[config.mk]
export PLATFORM = sky130hd
export DESIGN_NAME = ws2812_chain_driver_flat
export DESIGN_NICKNAME = d
export VERILOG_FILES = /design/src/rtl/ws2812_chain_driver_pkg.sv /design/src/rtl/ws2812_chain_driver_if.sv /design/src/rtl/ws2812_chain_driver_bit_timer.sv /design/src/rtl/ws2812_chain_driver.sv /design/src/flat_wrapper.sv
export SDC_FILE = /design/constraint.sdc
export NUM_CORES = 1
export LEC_CHECK = 0
export ABC_AREA = 1
export BUFFER_PORTS_ARGS = -buffer_cell sky130_fd_sc_hd__buf_2
export CORE_ASPECT_RATIO = 1.5
export CORE_UTILIZATION = 50
export CTS_BUF_LIST = sky130_fd_sc_hd__clkbuf_16
export CTS_CLUSTER_DIAMETER = 80
export CTS_CLUSTER_SIZE = 28
export DETAILED_ROUTE_END_ITERATION = 8
export PLACE_DENSITY = 0.74
export RECOVER_POWER = 25
export SYNTH_ARGS = -nofsm -noshare
export SYNTH_HDL_FRONTEND = slang
export SYNTH_SLANG_ARGS = --single-unit
[constraint.sdc]
create_clock -name clk -period 5 [get_ports clk]
set_clock_uncertainty 0.15 [all_clocks]
set_input_delay 0.5 -clock clk [delete_from_list [all_inputs] [get_ports clk]]
set_output_delay 0.5 -clock clk [all_outputs]
set_load 0.03 [all_outputs]
[src/rtl/ws2812_chain_driver_pkg.sv]
// ws2812_pkg: shared definitions for the WS2812 chain driver.
//   - frame geometry (LED count, bits per LED, bits per frame)
//   - frame FSM state encoding
//   - RGB -> GRB transmit-word reorder helper
package ws2812_pkg;

    localparam int NUM_LEDS     = 4;
    localparam int BITS_PER_LED = 24;
    localparam int FRAME_BITS   = NUM_LEDS * BITS_PER_LED;

    localparam logic [2:0] ST_LATCH = 3'd0;
    localparam logic [2:0] ST_IDLE  = 3'd1;
    localparam logic [2:0] ST_LOAD  = 3'd2;
    localparam logic [2:0] ST_HIGH  = 3'd3;
    localparam logic [2:0] ST_LOW   = 3'd4;

    typedef enum logic [2:0] {
        S_LATCH = ST_LATCH,
        S_IDLE  = ST_IDLE,
        S_LOAD  = ST_LOAD,
        S_HIGH  = ST_HIGH,
        S_LOW   = ST_LOW
    } state_e;

    // [0:7]=R, [8:15]=G, [16:23]=B in; G, R, B out, index 0 sent first.
    function automatic logic [0:23] grb_word(input logic [0:23] rgb);
        return {rgb[8:15], rgb[0:7], rgb[16:23]};
    endfunction

endpackage

[src/rtl/ws2812_chain_driver_if.sv]
// ws2812_chain_driver_if: control/colour inputs and serial/status outputs
// of the chain driver.
//   enable             1 = keep refreshing, 0 = stop after current frame
//   led1_rgb..led4_rgb [0:23] colour words, R/G/B bytes
//   dout               serial NRZ data to the LED chain
//   busy               high from LOAD through the last bit's low phase
//   frame_done         one-cycle pulse at the end of a frame
// master drives enable/colours, slave (the driver) drives the outputs.
interface ws2812_chain_driver_if;

    logic        enable;
    logic [0:23] led1_rgb;
    logic [0:23] led2_rgb;
    logic [0:23] led3_rgb;
    logic [0:23] led4_rgb;
    logic        dout;
    logic        busy;
    logic        frame_done;

    modport master (
        output enable, led1_rgb, led2_rgb, led3_rgb, led4_rgb,
        input  dout, busy, frame_done
    );

    modport slave (
        input  enable, led1_rgb, led2_rgb, led3_rgb, led4_rgb,
        output dout, busy, frame_done
    );

endinterface

[src/rtl/ws2812_chain_driver_bit_timer.sv]
// ws2812_bit_timer: generates one WS2812 bit cell on a registered output.
//   clk, reset  clock, async active-high reset
//   start       begin a bit cell; dout rises on the following cycle
//   bit_val     value of the bit; sampled at start and again at the end of
//               the high phase, so it must be held for the whole high phase
//   dout        serial output, high T0H/T1H cycles then low for the rest
//               of a BIT_CYC cell
//   high_done   last cycle of the high phase
//   bit_done    last cycle of the low phase (start may be raised here to
//               run cells back to back)
module ws2812_bit_timer #(
    parameter int T0H_CYC = 20,
    parameter int T1H_CYC = 40,
    parameter int BIT_CYC = 63
) (
    input  logic clk,
    input  logic reset,
    input  logic start,
    input  logic bit_val,
    output logic dout,
    output logic high_done,
    output logic bit_done
);

    localparam int CW = $clog2(BIT_CYC + 1);

    localparam logic [CW-1:0] T0H_L = CW'(T0H_CYC);
    localparam logic [CW-1:0] T1H_L = CW'(T1H_CYC);
    localparam logic [CW-1:0] T0L_L = CW'(BIT_CYC - T0H_CYC);
    localparam logic [CW-1:0] T1L_L = CW'(BIT_CYC - T1H_CYC);
    localparam logic [CW-1:0] ONE   = CW'(1);

    logic [CW-1:0] cnt;
    logic          low_phase;

    assign high_done = dout && (cnt == ONE);
    assign bit_done  = low_phase && (cnt == ONE);

    // The counter holds at 1 when a phase ends; every reload is >= 1.
    always_ff @(posedge clk or posedge reset) begin
        if (reset) begin
            dout      <= 1'b0;
            low_phase <= 1'b0;
            cnt       <= '0;
        end else if (start) begin
            dout      <= 1'b1;
            low_phase <= 1'b0;
            cnt       <= bit_val ? T1H_L : T0H_L;
        end else if (dout) begin
            if (high_done) begin
                dout      <= 1'b0;
                low_phase <= 1'b1;
                cnt       <= bit_val ? T1L_L : T0L_L;
            end else begin
                cnt <= cnt - ONE;
            end
        end else if (low_phase) begin
            if (bit_done) begin
                low_phase <= 1'b0;
            end else begin
                cnt <= cnt - ONE;
            end
        end
    end

endmodule

[src/rtl/ws2812_chain_driver.sv]
// ws2812_chain_driver: continuously refreshes a 4-LED WS2812 chain.
//   clk    system clock
//   reset  asynchronous, active-high reset
//   bus    slave side of ws2812_chain_driver_if (enable, led1..4_rgb in;
//          dout, busy, frame_done out)
// Each frame snapshots the four colour words in LOAD and sends 96 bits,
// GRB order, MSB first, LED1 first, followed by a full latch gap.
module ws2812_chain_driver
    import ws2812_pkg::*;
#(
    parameter int T0H_CYC   = 20,
    parameter int T1H_CYC   = 40,
    parameter int BIT_CYC   = 63,
    parameter int LATCH_CYC = 15000
) (
    input  logic                 clk,
    input  logic                 reset,
    ws2812_chain_driver_if.slave bus
);

    localparam int LW = $clog2(LATCH_CYC + 1);
    localparam int IW = $clog2(FRAME_BITS);

    localparam logic [LW-1:0] LATCH_L  = LW'(LATCH_CYC);
    localparam logic [LW-1:0] LATCH_1  = LW'(1);
    localparam logic [IW-1:0] LAST_BIT = IW'(FRAME_BITS - 1);

    state_e                  state;
    logic [LW-1:0]           latch_cnt;
    logic [0:FRAME_BITS-1]   sr;
    logic [IW-1:0]           bit_idx;
    logic                    busy_q;
    logic                    done_q;

    logic [0:FRAME_BITS-1]   frame_word;
    logic                    start;
    logic                    bit_val;
    logic                    tx_dout;
    logic                    high_done;
    logic                    bit_done;

    assign frame_word = {grb_word(bus.led1_rgb), grb_word(bus.led2_rgb),
                         grb_word(bus.led3_rgb), grb_word(bus.led4_rgb)};

    assign start = (state == S_LOAD) ||
                   ((state == S_LOW) && bit_done && (bit_idx != LAST_BIT));

    // The timer needs the value of the bit it is about to start: in LOAD
    // that is still on the inputs, at a bit boundary it is the next one
    // in the shift register, and during HIGH it is the current one.
    always_comb begin
        bit_val = sr[0];
        if (state == S_LOAD) begin
            bit_val = frame_word[0];
        end else if (start) begin
            bit_val = sr[1];
        end
    end

    ws2812_bit_timer #(
        .T0H_CYC (T0H_CYC),
        .T1H_CYC (T1H_CYC),
        .BIT_CYC (BIT_CYC)
    ) u_bit_timer (
        .clk       (clk),
        .reset     (reset),
        .start     (start),
        .bit_val   (bit_val),
        .dout      (tx_dout),
        .high_done (high_done),
        .bit_done  (bit_done)
    );

    always_ff @(posedge clk or posedge reset) begin
        if (reset) begin
            state     <= S_LATCH;
            latch_cnt <= LATCH_L;
            sr        <= '0;
            bit_idx   <= '0;
            busy_q    <= 1'b0;
            done_q    <= 1'b0;
        end else begin
            done_q <= 1'b0;
            case (state)
                S_LATCH: begin
                    if (latch_cnt == LATCH_1) begin
                        state  <= bus.enable ? S_LOAD : S_IDLE;
                        busy_q <= bus.enable;
                    end else begin
                        latch_cnt <= latch_cnt - LATCH_1;
                    end
                end
                S_IDLE: begin
                    if (bus.enable) begin
                        state  <= S_LOAD;
                        busy_q <= 1'b1;
                    end
                end
                S_LOAD: begin
                    sr      <= frame_word;
                    bit_idx <= '0;
                    state   <= S_HIGH;
                end
                S_HIGH: begin
                    if (high_done) begin
                        state <= S_LOW;
                    end
                end
                S_LOW: begin
                    if (bit_done) begin
                        if (bit_idx == LAST_BIT) begin
                            done_q    <= 1'b1;
                            busy_q    <= 1'b0;
                            latch_cnt <= LATCH_L;
                            state     <= S_LATCH;
                        end else begin
                            sr      <= {sr[1:FRAME_BITS-1], 1'b0};
                            bit_idx <= bit_idx + IW'(1);
                            state   <= S_HIGH;
                        end
                    end
                end
                default: begin
                    state     <= S_LATCH;
                    latch_cnt <= LATCH_L;
                    busy_q    <= 1'b0;
                end
            endcase
        end
    end

    assign bus.dout       = tx_dout;
    assign bus.busy       = busy_q;
    assign bus.frame_done = done_q;

endmodule

[src/flat_wrapper.sv]
// flat-port wrapper written by rule: the top's interface ports become plain ports
module ws2812_chain_driver_flat import ws2812_pkg::*;
#(
    parameter int T0H_CYC   = 20,
    parameter int T1H_CYC   = 40,
    parameter int BIT_CYC   = 63,
    parameter int LATCH_CYC = 15000
)
  (clk, reset, bus_enable, bus_led1_rgb, bus_led2_rgb, bus_led3_rgb, bus_led4_rgb, bus_dout, bus_busy, bus_frame_done);
  ws2812_chain_driver_if bus_i ();
  input  logic clk;
  input  logic reset;
  input wire logic [$bits(bus_i.enable)-1:0] bus_enable;
  input wire logic [$bits(bus_i.led1_rgb)-1:0] bus_led1_rgb;
  input wire logic [$bits(bus_i.led2_rgb)-1:0] bus_led2_rgb;
  input wire logic [$bits(bus_i.led3_rgb)-1:0] bus_led3_rgb;
  input wire logic [$bits(bus_i.led4_rgb)-1:0] bus_led4_rgb;
  output wire logic [$bits(bus_i.dout)-1:0] bus_dout;
  output wire logic [$bits(bus_i.busy)-1:0] bus_busy;
  output wire logic [$bits(bus_i.frame_done)-1:0] bus_frame_done;
  assign bus_i.enable = bus_enable;
  assign bus_i.led1_rgb = bus_led1_rgb;
  assign bus_i.led2_rgb = bus_led2_rgb;
  assign bus_i.led3_rgb = bus_led3_rgb;
  assign bus_i.led4_rgb = bus_led4_rgb;
  assign bus_dout = bus_i.dout;
  assign bus_busy = bus_i.busy;
  assign bus_frame_done = bus_i.frame_done;
  ws2812_chain_driver #(.T0H_CYC(T0H_CYC), .T1H_CYC(T1H_CYC), .BIT_CYC(BIT_CYC), .LATCH_CYC(LATCH_CYC)) u_core (.clk(clk), .reset(reset), .bus(bus_i));
endmodule
==> results.cfg, run 1 <==
[floorplan]
placementRows = 51
dieHeight_um = 144
ios = 102
start_util_pct = 51.4
fp.dieW_um = 96.7
core_sq_um = 13100
die_area_sq_um = 13900

[pwr]
power_density_nw_per_um2 = 300
p_comb_share_pct = 2.7
p_int_mw = 1.85
p_leak_nw = 3.73
power_frac_seq_pct = 45.2
power.total_mw = 2.33
swShare_pct = 20.5
peakVddDrop_mv = 0.244
pwr-share-clk_pct = 52.1
p_switching_mw = 0.477

[cts]
cts_setup_buffers = 0
cts_buffer_depth = 2
clockRootBuffer = clkbuf_16
clock-sinks = 130
tritoncts = built
cts_buffers = 17
h-tree-depth = 4
cts_resized = 0
clkSlewWorstSetupHoldPaths_ns = 0.06
ctsHoldBuffers = 0
clock_latency_ns = 0.41

[final_layout]
fin_util_pct = 59.4
antennaDiodeCount = 0
drive_above_1_share_pct = 18.3
n_fill_cell = 1198
multi_input_area_sq_um = 2680
ff_latch_area_sq_um = 3260
nets = 994
syn2layout_area_growth_pct = 15.4
postLayoutCellArea_sq_um = 7770

[yosys]
synth-edff-count = 0
ys_seq_elements = 130
syn_nets = 916
yosysTopAreaCell = dfrtp_1
dominantRegCellSynth = dfrtp_1
synthCells = 812
async_reset_ff_share_pct = 100
yosys-top-cells-area = dfrtp_1, o211ai_1, nand2_1
synth.distinct_cells = 38
synth_common_cells = nand2_1, inv_1, dfrtp_1
syn-cell-area_sq_um = 6730
synth-seq-area-share_pct = 48.5
avgSynthCellArea_sq_um = 8.29
synth.most_common_cell = nand2_1
ys_warn_count = 0
yosysTopAreaCellShare_pct = 45.7

[worst_setup_path]
worstPathRequired_ns = 5.19
crit_type = register to register
end_kind = register
startpoint_type = register
r2r-start = u_core.bit_idx[0]
cp-startpoint = u_core.bit_idx[0]
crit_arrival_ns = 3.08
crit_fanout = 197

[placed_design]
port_buffers = 101
postPlaceCellArea_sq_um = 7190
gp_congestion = 0.888
place_hpwl_mm = 8.69

[timing]
setup_viol = 0
fin_setup_tns_ns = 0
max_freq_mhz = 346
hold_violations = 0
worstMarginPinSlew_ns = 1.02
slew_headroom_pct = 32.3
period_share_pct = 57.7
drv_slew = 0
post-route-min-period_ns = 2.89
grt_setup_unrepaired = false

[global_route]
antenna_found_initial = 0
grt_max_degree = 198
grt_first_pass_wirelength_mm = 23.5
grt_usage_pct = 21.0
grt_pass1_vias = 5335
grt-ovfl-total = 0

[routing]
drt_first_pass_iters = 5
drt_iter0_markers = 350
drt.antenna.violating_nets = 0
wl_mm = 13.5
dr_total_vias = 5497
wl_per_cell_um = 12.7
vias_per_cell = 5.18
drc = 0

[flow_run]
drv_cap = 0

[run_status]
status = finished clean

[worst_hold_path]
min_path_type = input port to asynchronous set/reset pin
[flip-flops by register name, summed over array words and instances (netlist names)]
register	flops
u_core.sr	96
u_core.latch_cnt	14
u_core.u_bit_timer.dout	1
u_core.bus.busy	1
u_core.u_bit_timer.low_phase	1
u_core.bus.frame_done	1
u_core.u_bit_timer.cnt	6
u_core.state	3
u_core.bit_idx	7
[metrics by stage]
stage	hold WS, ns	instances	worst slack [ns]
2_1_floorplan	0.319	812	0.892
3_3_place_gp	0.321	1030	2.23
3_5_place_dp	0.329	1030	2.21
4_1_cts	0.188	1062	2.20
5_1_grt	0.201	1062	1.91
6_report	0.205	1062	2.11
[worst max-delay path: stages (launching register included)]
cell and delay, ns:
dfrtp_1 0.42, ha_1 0.26, nand3_2 0.11, nor2_2 0.06, nor2_4 0.14, nand2_4 0.09
nand2_8 0.66, inv_2 0.30, or2_0 0.31, o21ai_0 0.08, inv_1 0.05, nand2_1 0.06
[final timing paths]
kind / end / slack, ns / cells after the start
max: u_core.u_bit_timer.cnt[4] / 2.11 / 11
min: u_core.sr[69] / 0.21 / 3
max reg2reg: u_core.u_bit_timer.cnt[4] / 2.11 / 11
min reg2reg: u_core.bus.busy / 0.33 / 2
max in group asynchronous: u_core.bus.frame_done / 3.92 / 3
min in group clk: u_core.sr[81] / 0.21 / 3
[cell families (layout without fill, tap and decap cells)]
| logic type | Yosys count | after routing | share of synthesized area (%) |
|---|---|---|---|
| and+or+nand+nor | 255 | 255 | 16.7 |
| AOI/OAI and AO/OA | 227 | 227 | 20.5 |
| buffers and inverters | 182 | 273 | 11.7 |
| DFF | 130 | 130 | 48.5 |
| xor gates and xnor gates | 13 | 13 | 1.69 |
| adders and majority gates | 5 | 5 | 0.930 |
[cells in the final DEF, fill, tap and decap left out, types with 2 or more instances in the layout]
cell	Yosys	final
nand4_1	4	4
o31ai_1	2	2
or2_2	2	2
clkinvlp_4	0	3
nand3_1	14	14
xor2_1	10	10
buf_2	20	101
nor3_1	5	5
inv_2	3	3
o21ai_0	99	99
xnor2_1	3	3
o21ai_1	27	27
a21oi_1	3	3
nor2_4	5	5
ha_1	5	5
clkinv_2	0	4
buf_4	5	4
bufinv_16	0	3
and2_1	2	2
inv_1	133	134
clkbuf_16	0	17
clkinv_1	0	2
nor2_1	35	35
dfstp_2	7	7
nand2_1	171	171
o211ai_1	94	94
nand2_2	4	4
nor2_2	4	4
dfrtp_1	123	123
[power groups by stage]
stage	logic, mW	registers (mW)	clock network [mW]
after floorplan	0.0162	1.07	0
after global placement	0.0651	1.07	0
after detailed placement	0.0641	1.07	0
after CTS	0.0644	1.05	1.24
after global routing	0.0703	1.05	1.29
final	0.0618	1.05	1.21
[layer usage]
metal	vias to the layer above	GRT usage [%]	part of all wire [%]
li1	2805	-	-
met3	28	4.98	3.6
met2	105	35.2	50
met5	-	0	0
met1	2559	25.3	44
met4	0	10.5	2.8
[final cells by class]
| type | instances | area share [%] |
|---|---|---|
| multi-input cells | 500 | 34.5 |
| repair buffers | 105 | 6.89 |
| inverters | 136 | 6.62 |
| clock inverters | 15 | 1.95 |
| clock buffers | 17 | 5.48 |
| flip-flops and latches | 130 | 42.0 |
| well taps | 159 | 2.56 |
Note: power is estimated with default switching activity, not from simulation.
==> run 2: changes to the inputs <==
--- a/config.mk
+++ b/config.mk
@@ -13,7 +13,7 @@
 export CTS_CLUSTER_DIAMETER = 80
 export CTS_CLUSTER_SIZE = 28
 export DETAILED_ROUTE_END_ITERATION = 8
-export PLACE_DENSITY = 0.74
+export PLACE_DENSITY = 0.77
 export RECOVER_POWER = 25
 export SYNTH_ARGS = -nofsm -noshare
 export SYNTH_HDL_FRONTEND = slang
==> constraint.sdc (replaced) <==
create_clock -name clk -period 2.5 [get_ports clk]
set_clock_uncertainty 0.15 [all_clocks]
set_input_delay 0.25 -clock clk [delete_from_list [all_inputs] [get_ports clk]]
set_output_delay 0.25 -clock clk [all_outputs]
set_load 0.03 [all_outputs]
==> run 2 against run 1 <==
Effect of this change: combinational power rose to 4.0 times the previous value; total power is 110% higher; cell count rose by 9.5%; via count increased by 9.5%; critical endpoint is now u_core.sr[41]; largest power group unchanged.
==> results.cfg, run 2 (same netlist as run 1, synthesis figures left out) <==
[run_status]
status = finished clean

[worst_setup_path]
crit_fanout = 37
cpLargestDelayFamily = simple AND/OR/NAND/NOR gates
r2r_setup_slack_ns = 0.39
critPathMaxStageDelay_ns = 0.37
timing.rr.end = u_core.sr[41]
r2r-start = u_core.u_bit_timer.cnt[1]
cp-startpoint = u_core.u_bit_timer.cnt[1]
r2r_cells = 9
crit_type = register to register
worstPathRequired_ns = 2.68
cp-endpoint = u_core.sr[41]
crit_slowest_cell = dfrtp_1
startpoint_type = register
end_kind = register
cp.depth = 9
worstPathCellList = inv_1, ha_1, nand3_4, nor2_4, nand2_4, nand2_8, buf_4, o211ai_1, o21ai_1
crit_buf_inv = 2
crit_arrival_ns = 2.29

[global_route]
antenna_found_initial = 0
grt_max_degree = 104
grt_first_pass_wirelength_mm = 26.9
grt_usage_pct = 24.0
grt_pass1_vias = 5970
grt-ovfl-total = 0

[routing]
drt_first_pass_iters = 7
wl_mm = 16.0
drc = 0
vias_per_cell = 5.17
dr_total_vias = 6018
wl_per_cell_um = 13.7
drt.antenna.violating_nets = 0
drt_iter0_markers = 312

[worst_hold_path]
hp-start = bus_led2_rgb[0]
min_path_type = input port to register

[timing]
hold_violations = 0
max_freq_mhz = 474
slew_headroom_pct = 19.6
grt_setup_unrepaired = false
period_share_pct = 84.4
fin_setup_tns_ns = 0
worstMarginPinSlew_ns = 1.20
drv_slew = 0
setup_viol = 0
post-route-min-period_ns = 2.11

[placed_design]
port_buffers = 101
gp_congestion = 0.861
place_hpwl_mm = 9.48

[flow_run]
drv_cap = 0

[pwr]
peakVddDrop_mv = 0.528
power_density_nw_per_um2 = 548
p_leak_nw = 4.16

[cts]
tritoncts = built
cts_buffer_depth = 2
cts_setup_buffers = 0
h-tree-depth = 4
clock-sinks = 130
cts_buffers = 17
clkSlewWorstSetupHoldPaths_ns = 0.06
clockRootBuffer = clkbuf_16
clock_latency_ns = 0.41

[floorplan]
fp.dieW_um = 96.7
ios = 102
start_util_pct = 51.4
dieHeight_um = 144
placementRows = 51
die_area_sq_um = 13900
core_sq_um = 13100

[final_layout]
nets = 1095
drive_above_1_share_pct = 17.2
fin_util_pct = 67.6
syn2layout_area_growth_pct = 31.4
reg_top3 = u_core.sr: 96 flops, u_core.latch_cnt: 14 flops, u_core.bit_idx: 7 flops
final_common_cell = nand2_1
mostFrequentLayoutCells = nand2_1, inv_1, dfrtp_1
largest_register_ffs = 96
antennaDiodeCount = 0
n_fill_cell = 1004
largest-register = u_core.sr
==> run 2: changes by cell type in the layout (fill, tap and decap cells not counted), sizes merged <==
cell and delta:
clkbuf +3, inv -2, dlygate4sd3 +95, clkinvlp +2
buf +3
==> run 2: tightest hold or removal path: stages <==
cell and delay [ns]:
buf_2 0.10, o211ai_1 0.10, o21ai_0 0.09
==> run 2: worst min path at each step <==
| stage | endpoint | slack (ns) | depth (start not counted) |
|---|---|---|---|
| floorplan | u_core.sr[95] | 0.25 | 2 |
| global placement | u_core.sr[64] | 0.21 | 2 |
| detailed placement | u_core.sr[66] | 0.20 | 2 |
| CTS | u_core.sr[47] | 0.01 | 3 |
| global route | u_core.sr[47] | 0.07 | 3 |
| finish | u_core.sr[47] | 0.03 | 3 |
==> run 2: power by group <==
part / total, mW / switching, mW / internal, mW
combinational: 0.248 / 0.0932 / 0.155
sequential: 2.11 / 0 / 2.11
clock: 2.49 / 0.936 / 1.56
total: 4.85 / 1.03 / 3.82
==> run 2: area by class of cell <==
class / count / area, sq um / area share [%]
multi-input cells: 500 / 2680 / 30.3
inverters: 136 / 514 / 5.82
clock inverters: 15 / 169 / 1.91
clock buffers: 17 / 425 / 4.81
repair buffers: 206 / 1590 / 18.0
well taps: 159 / 199 / 2.25
flip-flops and latches: 130 / 3260 / 36.9
==> run 2: metal layers <==
layer | track usage [%] | share of wire (%) | routed length (um) | vias to the layer above
li1 | - | - | - | 3008
met1 | 27.4 | 42 | 6670 | 2827
met2 | 42.5 | 52 | 8320 | 147
met3 | 4.78 | 3.4 | 540 | 36
met4 | 12.6 | 2.8 | 455 | 0
met5 | 0 | 0 | 0 | -
==> run 2: what timing repair did <==
| action | in CTS | in global routing |
|---|---|---|
| setup endpoints to repair | 0 | 0 |
| endpoints found under the hold margin | 118 | 0 |
| hold buffers | 95 | 0 |
| resized for setup | 0 | 0 |
==> run 2: metrics by stage <==
step           worst slack (ns)  std cells  instance area, sq um  power [mW]  hold slack (ns)
2_1_floorplan             0.496        812                  6730        2.18            0.250
3_3_place_gp              0.454       1036                  7310        2.28            0.211
3_5_place_dp              0.394       1036                  7310        2.28            0.204
4_1_cts                   0.381       1163                  8860        4.89           0.0130
5_1_grt                  0.0873       1163                  8840        4.99           0.0682
6_report                  0.389       1163                  8840        4.85           0.0346
